==> src/rtl/seven_segment_decoder.sv <==
`default_nettype none
// ============================================================================
// Module   : seven_segment_decoder
// Purpose  : Receive-side monitor for a multiplexed 8-digit seven-segment bus.
//            Samples anode/cathode lines, waits for each pattern to settle,
//            rebuilds the displayed digits, converts a complete numeric frame
//            back to binary and recognises the "OutOFrAn" banner.
// Ports    : clk          - system clock
//            rstn         - synchronous active-low reset
//            anode        - anode lines, active-low, bit0 = LED1 (rightmost)
//            select_seg   - cathode lines, active-low, {a,b,c,d,e,f,g,dp}
//            digits       - last complete frame, 4-bit code/digit, [31:28]=LED8
//            value        - binary value of last numeric frame
//            out_of_range - last frame was exactly the banner
//            frame_bad    - last frame held letters but was not the banner
//            frame_valid  - one-cycle pulse when digits/value/flags update
//            code_error   - one-cycle pulse: stable cathode not a known code
//            anode_error  - one-cycle pulse: stable anode with >1 bit low
// Revision : 1.0 - initial release
// ============================================================================
module seven_segment_decoder #(
    parameter int STABLE_CYCLES = 1024
) (
    input  logic        clk,
    input  logic        rstn,
    input  logic [7:0]  anode,
    input  logic [7:0]  select_seg,
    output logic [31:0] digits,
    output logic [26:0] value,
    output logic        out_of_range,
    output logic        frame_bad,
    output logic        frame_valid,
    output logic        code_error,
    output logic        anode_error
);

    localparam int                  c_CNT_W      = $clog2(STABLE_CYCLES + 1);
    localparam logic [c_CNT_W-1:0]  c_CNT_LAST   = c_CNT_W'(STABLE_CYCLES - 1);
    localparam logic [c_CNT_W-1:0]  c_CNT_MAX    = c_CNT_W'(STABLE_CYCLES);
    localparam logic [31:0]         c_BANNER     = 32'h0AB0CDEF;

    localparam logic [1:0]          c_ST_COLLECT = 2'd0;
    localparam logic [1:0]          c_ST_CONVERT = 2'd1;
    localparam logic [1:0]          c_ST_DONE    = 2'd2;

    // ------------------------------------------------------------------
    // Input stage and stability tracking
    // ------------------------------------------------------------------
    logic [7:0]         r_anode;
    logic [7:0]         r_seg;
    logic [7:0]         r_ref_anode;
    logic [7:0]         r_ref_seg;
    logic [c_CNT_W-1:0] r_cnt;

    logic               w_same;
    logic               w_accept;

    assign w_same   = (r_anode == r_ref_anode) && (r_seg == r_ref_seg);
    // The counter saturates at STABLE_CYCLES, so this fires once per run.
    assign w_accept = w_same && (r_cnt == c_CNT_LAST);

    always_ff @(posedge clk) begin
        if (!rstn) begin
            r_anode     <= 8'hFF;
            r_seg       <= 8'hFF;
            r_ref_anode <= 8'hFF;
            r_ref_seg   <= 8'hFF;
            r_cnt       <= '0;
        end else begin
            r_anode <= anode;
            r_seg   <= select_seg;
            if (!w_same) begin
                r_ref_anode <= r_anode;
                r_ref_seg   <= r_seg;
                r_cnt       <= '0;
            end else if (r_cnt != c_CNT_MAX) begin
                r_cnt <= r_cnt + c_CNT_W'(1);
            end
        end
    end

    // ------------------------------------------------------------------
    // Cathode pattern lookup; dp is part of the match so a lit dp misses.
    // Returns {hit, code}.
    // ------------------------------------------------------------------
    function automatic logic [4:0] decode_seg(input logic [7:0] seg);
        case (seg)
            8'b00000011: return {1'b1, 4'd0};
            8'b10011111: return {1'b1, 4'd1};
            8'b00100101: return {1'b1, 4'd2};
            8'b00001101: return {1'b1, 4'd3};
            8'b10011001: return {1'b1, 4'd4};
            8'b01001001: return {1'b1, 4'd5};
            8'b01000001: return {1'b1, 4'd6};
            8'b00011111: return {1'b1, 4'd7};
            8'b00000001: return {1'b1, 4'd8};
            8'b00001001: return {1'b1, 4'd9};
            8'b11000111: return {1'b1, 4'd10};
            8'b11100001: return {1'b1, 4'd11};
            8'b01110001: return {1'b1, 4'd12};
            8'b11110101: return {1'b1, 4'd13};
            8'b00010001: return {1'b1, 4'd14};
            8'b11010101: return {1'b1, 4'd15};
            default:     return 5'd0;
        endcase
    endfunction

    // ------------------------------------------------------------------
    // Accept-event classification and slot write
    // ------------------------------------------------------------------
    logic [7:0]  w_low;
    logic        w_one_low;
    logic        w_multi_low;
    logic [2:0]  w_slot_idx;
    logic [4:0]  w_dec;
    logic        w_write;
    logic        w_code_err;
    logic        w_anode_err;
    logic [7:0]  w_mask_next;
    logic [31:0] w_slots_next;

    logic [7:0]  r_mask;
    logic [31:0] r_slots;

    always_comb begin
        w_low       = ~r_anode;
        // Clearing the lowest set bit leaves zero only for a single low line.
        w_one_low   = (w_low != 8'd0) && ((w_low & (w_low - 8'd1)) == 8'd0);
        w_multi_low = (w_low != 8'd0) && !w_one_low;
        w_slot_idx  = 3'd0;
        for (int i = 0; i < 8; i++) begin
            if (w_low[i]) begin
                w_slot_idx = 3'(i);
            end
        end
    end

    assign w_dec       = decode_seg(r_seg);
    assign w_write     = w_accept && w_one_low && w_dec[4];
    assign w_code_err  = w_accept && w_one_low && !w_dec[4];
    assign w_anode_err = w_accept && w_multi_low;

    // Next-state view of slots/mask so a write on the completing edge is
    // included in the snapshot.
    always_comb begin
        w_slots_next = r_slots;
        w_mask_next  = r_mask;
        if (w_write) begin
            w_slots_next[{w_slot_idx, 2'b00} +: 4] = w_dec[3:0];
            w_mask_next[w_slot_idx]                = 1'b1;
        end
    end

    // ------------------------------------------------------------------
    // Frame FSM: collect -> convert (8 digits, LED8 first) -> done
    // ------------------------------------------------------------------
    logic [1:0]  r_state;
    logic [31:0] r_snap;
    logic [31:0] r_work;
    logic [26:0] r_acc;
    logic        r_letter;
    logic [2:0]  r_step;

    logic [31:0] r_digits;
    logic [26:0] r_value;
    logic        r_out_of_range;
    logic        r_frame_bad;
    logic        r_frame_valid;
    logic        r_code_error;
    logic        r_anode_error;

    logic [26:0] w_acc_next;

    // acc*10 as two shifts; the largest frame value fits in 27 bits.
    assign w_acc_next = (r_acc << 3) + (r_acc << 1) + 27'(r_work[31:28]);

    always_ff @(posedge clk) begin
        if (!rstn) begin
            r_state        <= c_ST_COLLECT;
            r_mask         <= 8'd0;
            r_slots        <= 32'd0;
            r_snap         <= 32'd0;
            r_work         <= 32'd0;
            r_acc          <= 27'd0;
            r_letter       <= 1'b0;
            r_step         <= 3'd0;
            r_digits       <= 32'd0;
            r_value        <= 27'd0;
            r_out_of_range <= 1'b0;
            r_frame_bad    <= 1'b0;
            r_frame_valid  <= 1'b0;
            r_code_error   <= 1'b0;
            r_anode_error  <= 1'b0;
        end else begin
            r_frame_valid <= 1'b0;
            r_code_error  <= w_code_err;
            r_anode_error <= w_anode_err;
            // Live slots keep updating in every state; the snapshot isolates
            // the frame under conversion.
            r_slots       <= w_slots_next;
            r_mask        <= w_mask_next;

            case (r_state)
                c_ST_COLLECT: begin
                    if (w_mask_next == 8'hFF) begin
                        r_snap   <= w_slots_next;
                        r_work   <= w_slots_next;
                        r_mask   <= 8'd0;
                        r_acc    <= 27'd0;
                        r_letter <= 1'b0;
                        r_step   <= 3'd0;
                        r_state  <= c_ST_CONVERT;
                    end
                end

                c_ST_CONVERT: begin
                    r_acc    <= w_acc_next;
                    r_letter <= r_letter | (r_work[31:28] > 4'd9);
                    r_work   <= {r_work[27:0], 4'h0};
                    r_step   <= r_step + 3'd1;
                    if (r_step == 3'd7) begin
                        r_state <= c_ST_DONE;
                    end
                end

                c_ST_DONE: begin
                    r_digits      <= r_snap;
                    r_frame_valid <= 1'b1;
                    if (r_snap == c_BANNER) begin
                        r_out_of_range <= 1'b1;
                        r_frame_bad    <= 1'b0;
                        r_value        <= 27'd0;
                    end else if (r_letter) begin
                        r_out_of_range <= 1'b0;
                        r_frame_bad    <= 1'b1;
                        r_value        <= 27'd0;
                    end else begin
                        r_out_of_range <= 1'b0;
                        r_frame_bad    <= 1'b0;
                        r_value        <= r_acc;
                    end
                    r_state <= c_ST_COLLECT;
                end

                default: begin
                    r_state <= c_ST_COLLECT;
                end
            endcase
        end
    end

    assign digits       = r_digits;
    assign value        = r_value;
    assign out_of_range = r_out_of_range;
    assign frame_bad    = r_frame_bad;
    assign frame_valid  = r_frame_valid;
    assign code_error   = r_code_error;
    assign anode_error  = r_anode_error;

endmodule
`default_nettype wire

==> config.mk <==
export PLATFORM = sky130hd
export DESIGN_NAME = seven_segment_decoder
export DESIGN_NICKNAME = d
export VERILOG_FILES = /design/src/rtl/seven_segment_decoder.sv
export SDC_FILE = /design/constraint.sdc
export NUM_CORES = 1
export LEC_CHECK = 0
export CORE_UTILIZATION = 53
export CTS_BUF_LIST = sky130_fd_sc_hd__clkbuf_4 sky130_fd_sc_hd__clkbuf_8 sky130_fd_sc_hd__clkbuf_16
export CTS_CLUSTER_SIZE = 24
export DETAILED_ROUTE_END_ITERATION = 8
export GPL_ROUTABILITY_DRIVEN = 0
export PLACE_DENSITY = 0.75
export SETUP_SLACK_MARGIN = 0.1
export SLEW_MARGIN = 15
export SYNTH_ARGS = -nofsm -noshare
export SYNTH_HDL_FRONTEND = slang
export SYNTH_SLANG_ARGS = --single-unit
==> constraint.sdc <==
create_clock -name clk -period 3.1 [get_ports clk]
set_input_delay 0.775 -clock clk [delete_from_list [all_inputs] [get_ports clk]]
set_output_delay 0.775 -clock clk [all_outputs]
set_load 0.005 [all_outputs]
# Yosys cells after proc, flatten, opt, wreduce, memory -nomap -nowiden
# Index checks and enable logic that the tools add are counted.
# op_classes
muxes	32
add_sub_neg	6
n_reduce_logical	19
shifts	2
n_bitwise	4
eq_ne	27
magnitude_cmp	3
# op_table
op	n
2-to-1 mux 27 bit	3
one-hot mux 5 bit (16 select lines)	1
2-to-1 mux 32 bit	2
one-hot mux 32 bit (2 select lines)	1
== test 8 bit (second input constant)	7
one-hot mux 27 bit (2 select lines)	1
bitwise mux 32 bit	1
== test 32 x 28 -> 1 bit (second input constant)	1
variable shift 4 x 7 -> 32 bit (first input constant)	1
indexed part select 4 x 7 -> 32 bit	1
adder 27 bit	1
adder 27 x 4 -> 27 bit	1
== test 8 x 7 -> 1 bit (second input constant)	3
2-to-1 mux 8 bit	3
2-to-1 mux 3 bit	7
== test 8 x 4 -> 1 bit (second input constant)	2
== test 8 x 5 -> 1 bit (second input constant)	2
== test 8 bit	2
adder 11 x 1 -> 11 bit (second input constant)	1
== test 11 x 10 -> 1 bit (second input constant)	1
!= test 11 bit (second input constant)	1
logical AND 1 bit	9
AND 8 bit	1
== test 8 x 1 -> 1 bit (second input constant)	1
other kinds (27)	39
# word_totals
in_bits	18
regBits	244
word_cells	113
output_inout_bits	64

# Logic depth before layout (Yosys ltp)
# logic_depth
ltp_word	17
depth_mapped	17
depth_no_buf	13

# Least setup slack after synthesis
# No wires, ideal clock.
# synth_timing
path_type	reg2reg
start	register r_acc[0]
end	register r_acc[25]
t_required_ns	2.983
path_buffers	0
t_arrival_ns	3.072
setup_time_ns	0.117
path_stages_with_launch	12
period_less_slack_ns	3.189
setup_slack_ns	-0.089
cell_sequence	dfxtp_1 -> fa_1 -> ha_1 -> a21o_1 -> a21o_1 -> a2111oi_0 -> o31ai_1 -> a41o_1 -> a31oi_1 -> o21ai_0 -> xor2_1 -> a22o_1
# synth_between
elab_chain_cells	3
# synth_rtl
item	line	rtl
start, declared	160	logic [26:0] r_acc;
start signal, assigned	217	r_acc <= w_acc_next;
adder 27 bit	175	assign w_acc_next = (r_acc << 3) + (r_acc << 1) + 27'(r_work[31:28]);
adder 27 x 4 -> 27 bit	175	
one-hot mux 27 bit (2 select lines)	203	case (r_state)
# Every way passes these cells.
# A chain may end at the register's enable or synchronous reset.

# Worst setup path in the final report
# layout_timing
start	register r_seg[4]
end	register r_work[7]
# layout_between
elab_chain_cells	9
elab_cells_between_ends	31
classes_between	eq/ne (19); shift (1); mux (6); reduce/logical (5)
# layout_rtl
item	line	rtl
start, declared	50	logic [7:0] r_seg;
start signal, assigned	71	r_seg <= select_seg;
branches (longest 9 deep; another with indexed part select 4 x 7 -> 32 bit)	-	
end signal, assigned	207	r_work <= w_slots_next;
end signal, assigned	219	r_work <= {r_work[27:0], 4'h0};
end, declared	159	logic [31:0] r_work;
# Parallel ways; which one is timed is not known. The select of a mux whose other input is x is not followed.

==> key figures <==
Run status
  – Status: finished, violations left
  – Failing checks: setup timing

Critical path
  – Critical Path Max Stage Delay: 0.67 ns
  – Internal reg-to-reg setup slack: -0.24 ns
  – Startpoint Class: flop
  – Arrival time worst endpoint: 3.79 ns
  – Crit path kind: reg2reg
  – Req. time, crit path: 3.55 ns
  – CP endpoint kind: flop
  – Critical path peak fanout: 7
  – Slowest-stage cell, CP: or4_4
  – Reg-to-reg critical path startpoint: r_seg[4]$_SDFF_PN1_
  – CP most frequent cell: a31oi_1
  – CP startpoint: r_seg[4]$_SDFF_PN1_
  – Critical path, cell by cell: or3b_4 -> a2111oi_4 -> nor3_2 -> nand4_1 -> a31oi_1 -> or2_4 -> or4_4 -> buf_12 -> or2_1 -> a31oi_1

Yosys
  – Post-synth cell types: 75
  – Largest family of logic cells by synthesized area: simple AND/OR/NAND/NOR gates
  – Post-synthesis compound-gate area fraction: 16.3%
  – Register area share after synthesis: 45.5%
  – Area contributors post-synth: dfxtp_1 (46%), ha_1 (6.3%), nand2_1 (5.6%)
  – Syn avg cell area: 9.11 sq um
  – Post-synthesis mux area share: 3.01%
  – Synthesized flop and latch total: 244
  – Cell Area, Synth: 10700 sq um
  – Net Count, Synth: 1252
  – Post-Synth Simple-Gate Area: 20.7%
  – Synth Flop Type: dfxtp_1
  – FFs w/ async S/R, synth: 0%
  – Yosys warning total: 0
  – Share of the synthesized area in the top cell type: 45.5%
  – XOR/XNOR Fraction of Synth Area: 3.92%
  – Post-Synthesis Cells: 1178
  – Post-synth top area cell: dfxtp_1
  – Number of synthesized flops with an enable pin: 0
  – Synthesized-area fraction occupied by adder cells: 6.76%

Timing
  – Final Hold Fails: 0
  – Pins Over Slew Limit: 0
  – Crit path time final: 3.34 ns
  – Setup ws final: -0.242 ns
  – Slew HR: 57.3%
  – Final setup skew: 0.0252 ns
  – Max Clk Rate: 299 MHz
  – RSZ-0062 raised after global routing: true
  – Final period util: 108%
  – Worst slew pin tran: 0.640 ns
  – Final setup violation count: 102
  – Hold_ws: 0.452 ns

Flow run
  – Max-cap viol count: 0

Power and ir drop
  – Clock power share: 48.5%
  – Register share of total power: 46.9%
  – Max IR drop VDD: 0.366 mV
  – Pint: 0.00531 W
  – Sw frac: 21.7%
  – Leak pwr: 5.94 nW
  – Power Dens Cells: 468 nW/um^2
  – Combinational power share: 4.6%
  – Switching pwr: 0.00147 W

Placed design
  – DP HPWL: 18.1 mm
  – I/O Buffers: 81
  – Post-Place Setup Slack: -0.179 ns

Drt
  – Via Count: 9379
  – ANT nets after route: 0
  – DR vias/cell: 5.72
  – DRC: 0
  – Avg WL per Cell: 17.5 microns
  – Drt pass-1 iters: 5
  – Drt initial violations: 700
  – Post-Route WL: 28.7 mm

Global route
  – Overflow after GRT: 0
  – Largest net degree at the start of global routing: 93
  – GRT Util Overall: 27.1%
  – Vias in the first global route: 9210
  – First-pass GRT wire length: 45.2 mm
  – Initial antenna violation count: 0

Clock network
  – Clk root buf: clkbuf_16
  – H-tree levels: 1
  – CTS sink cnt: 244
  – CTS Buf Count: 26
  – Worst-skew pair later-pin latency: 0.55 ns
  – CTS tree: yes
  – CTS Buffer Depth: 3
  – Clock slew at reported path FFs: 0.06 ns

Final layout
  – Commonest non-fill, non-tap cell in the layout: dfxtp_1
  – Most frequent cells in the layout: dfxtp_1 (232), nand2_1 (156), buf_4 (107)
  – Filler cells: 1402
  – Share of cells above drive strength 1: 22.5%
  – Antenna cells: 0
  – Synthesis-to-finish area growth: 34.9%
  – Nets: 1429

Floorplanning
  – Die area: 20800 sq um
  – DIE WIDTH: 144 microns
  – Num ports: 82
  – Die Ht: 144 microns
  – Core area: 19700 sq um
  – # rows: 51
  – Starting Density: 54.6%

Min path
  – HP Start: digits[23]$_SDFFE_PN0P_
  – Hold Crit Class: reg2reg
==> through the flow <==
step	area, sq um	util, %	TNS [ns]	total power [W]	instances
floorplan	10800	-	0	0.00341	1178
global placement	12600	64.0	-0.864	0.00351	1559
detailed placement	12600	64.0	-5.02	0.00352	1559
CTS	14200	72.3	-4.22	0.00678	1636
global route	14500	73.7	-24.42	0.00696	1640
finish	14500	73.7	-13.74	0.00678	1640
==> kinds of logic (layout without fill, tap and decap cells) <==
group | Yosys count | after routing
AOI/OAI and AO/OA | 248 | 248
xor gates and xnor gates | 48 | 48
adders and majority gates | 57 | 57
buffers and inverters | 99 | 295
DFF | 244 | 244
muxes | 32 | 32
and+or+nand+nor | 450 | 451
==> metal layers <==
layer / track usage (%) / wire, microns / vias up
li1: - / - / 4529
met1: 33.1 / 12200 / 4474
met2: 47.9 / 14200 / 303
met3: 3.77 / 1510 / 73
met4: 10.7 / 888 / 0
met5: 0 / 0 / -
==> synthesized netlist by cell type (all sizes together), types with 4 or more instances <==
cell,n
a32oi,5
or2,12
ha,54
o221ai,6
a211oi,4
o2bb2ai,5
a21oi,72
nor3,17
nor2b,15
nand3b,9
o21ai,25
nand2,160
nand4,13
o21a,12
inv,22
nand3,46
nor3b,9
mux2i,30
o211ai,5
nor2,76
a31oi,16
and3,15
buf,27
a21o,17
nand2b,42
dfxtp,244
nand4b,5
xnor2,35
xor2,13
nor4,16
a22o,49
clkbuf,49
==> layout make-up <==
cell class / instances / area (sq um) / area share (%)
well taps: 265 / 332 / 2.29
clock inverters: 11 / 134 / 0.924
multi-input cells: 836 / 6050 / 41.8
clock buffers: 37 / 788 / 5.44
repair buffers: 224 / 2190 / 15.1
inverters: 23 / 86.3 / 0.596
flip-flops and latches: 244 / 4900 / 33.8
==> worst max-delay path: cells and delay by family, from the launching register on <==
kind / cells / cell delay [ns]
buffers and inverters: 1 / 0.19
AOI/OAI and AO/OA: 3 / 0.76
and+or+nand+nor: 6 / 1.96
DFF: 1 / 0.34
==> registers in the layout, summed over array words and instances, names as in the netlist, 11 cells and up <==
name / flops
digits: 32
r_slots: 32
r_snap: 32
r_work: 32
r_acc: 27
value: 27
r_cnt: 11
==> power groups by stage <==
stage | clock, W | combinational (W) | sequential, W
global route | 0.00345 | 0.000336 | 0.00318
global placement | 0 | 0.000269 | 0.00324
floorplan | 0 | 0.000176 | 0.00323
CTS | 0.00331 | 0.000293 | 0.00318
detailed placement | 0 | 0.000272 | 0.00325
finish | 0.00329 | 0.000311 | 0.00318
==> final timing paths <==
kind,end,depth (start not counted)
worst max-delay path,r_work[7]$_SDFFE_PN0P_,10
worst min-delay path,digits[23]$_SDFFE_PN0P_,2
worst max register to register,r_work[7]$_SDFFE_PN0P_,10
worst min register to register,digits[23]$_SDFFE_PN0P_,2
==> timing repair <==
item	CTS	global route
buffers inserted	23	5
cloned	6	0
setup endpoints to repair	102	109
resized for setup	117	39
pin swaps	89	19
hold buffers	0	0
Note: power is estimated with default switching activity, not from simulation.
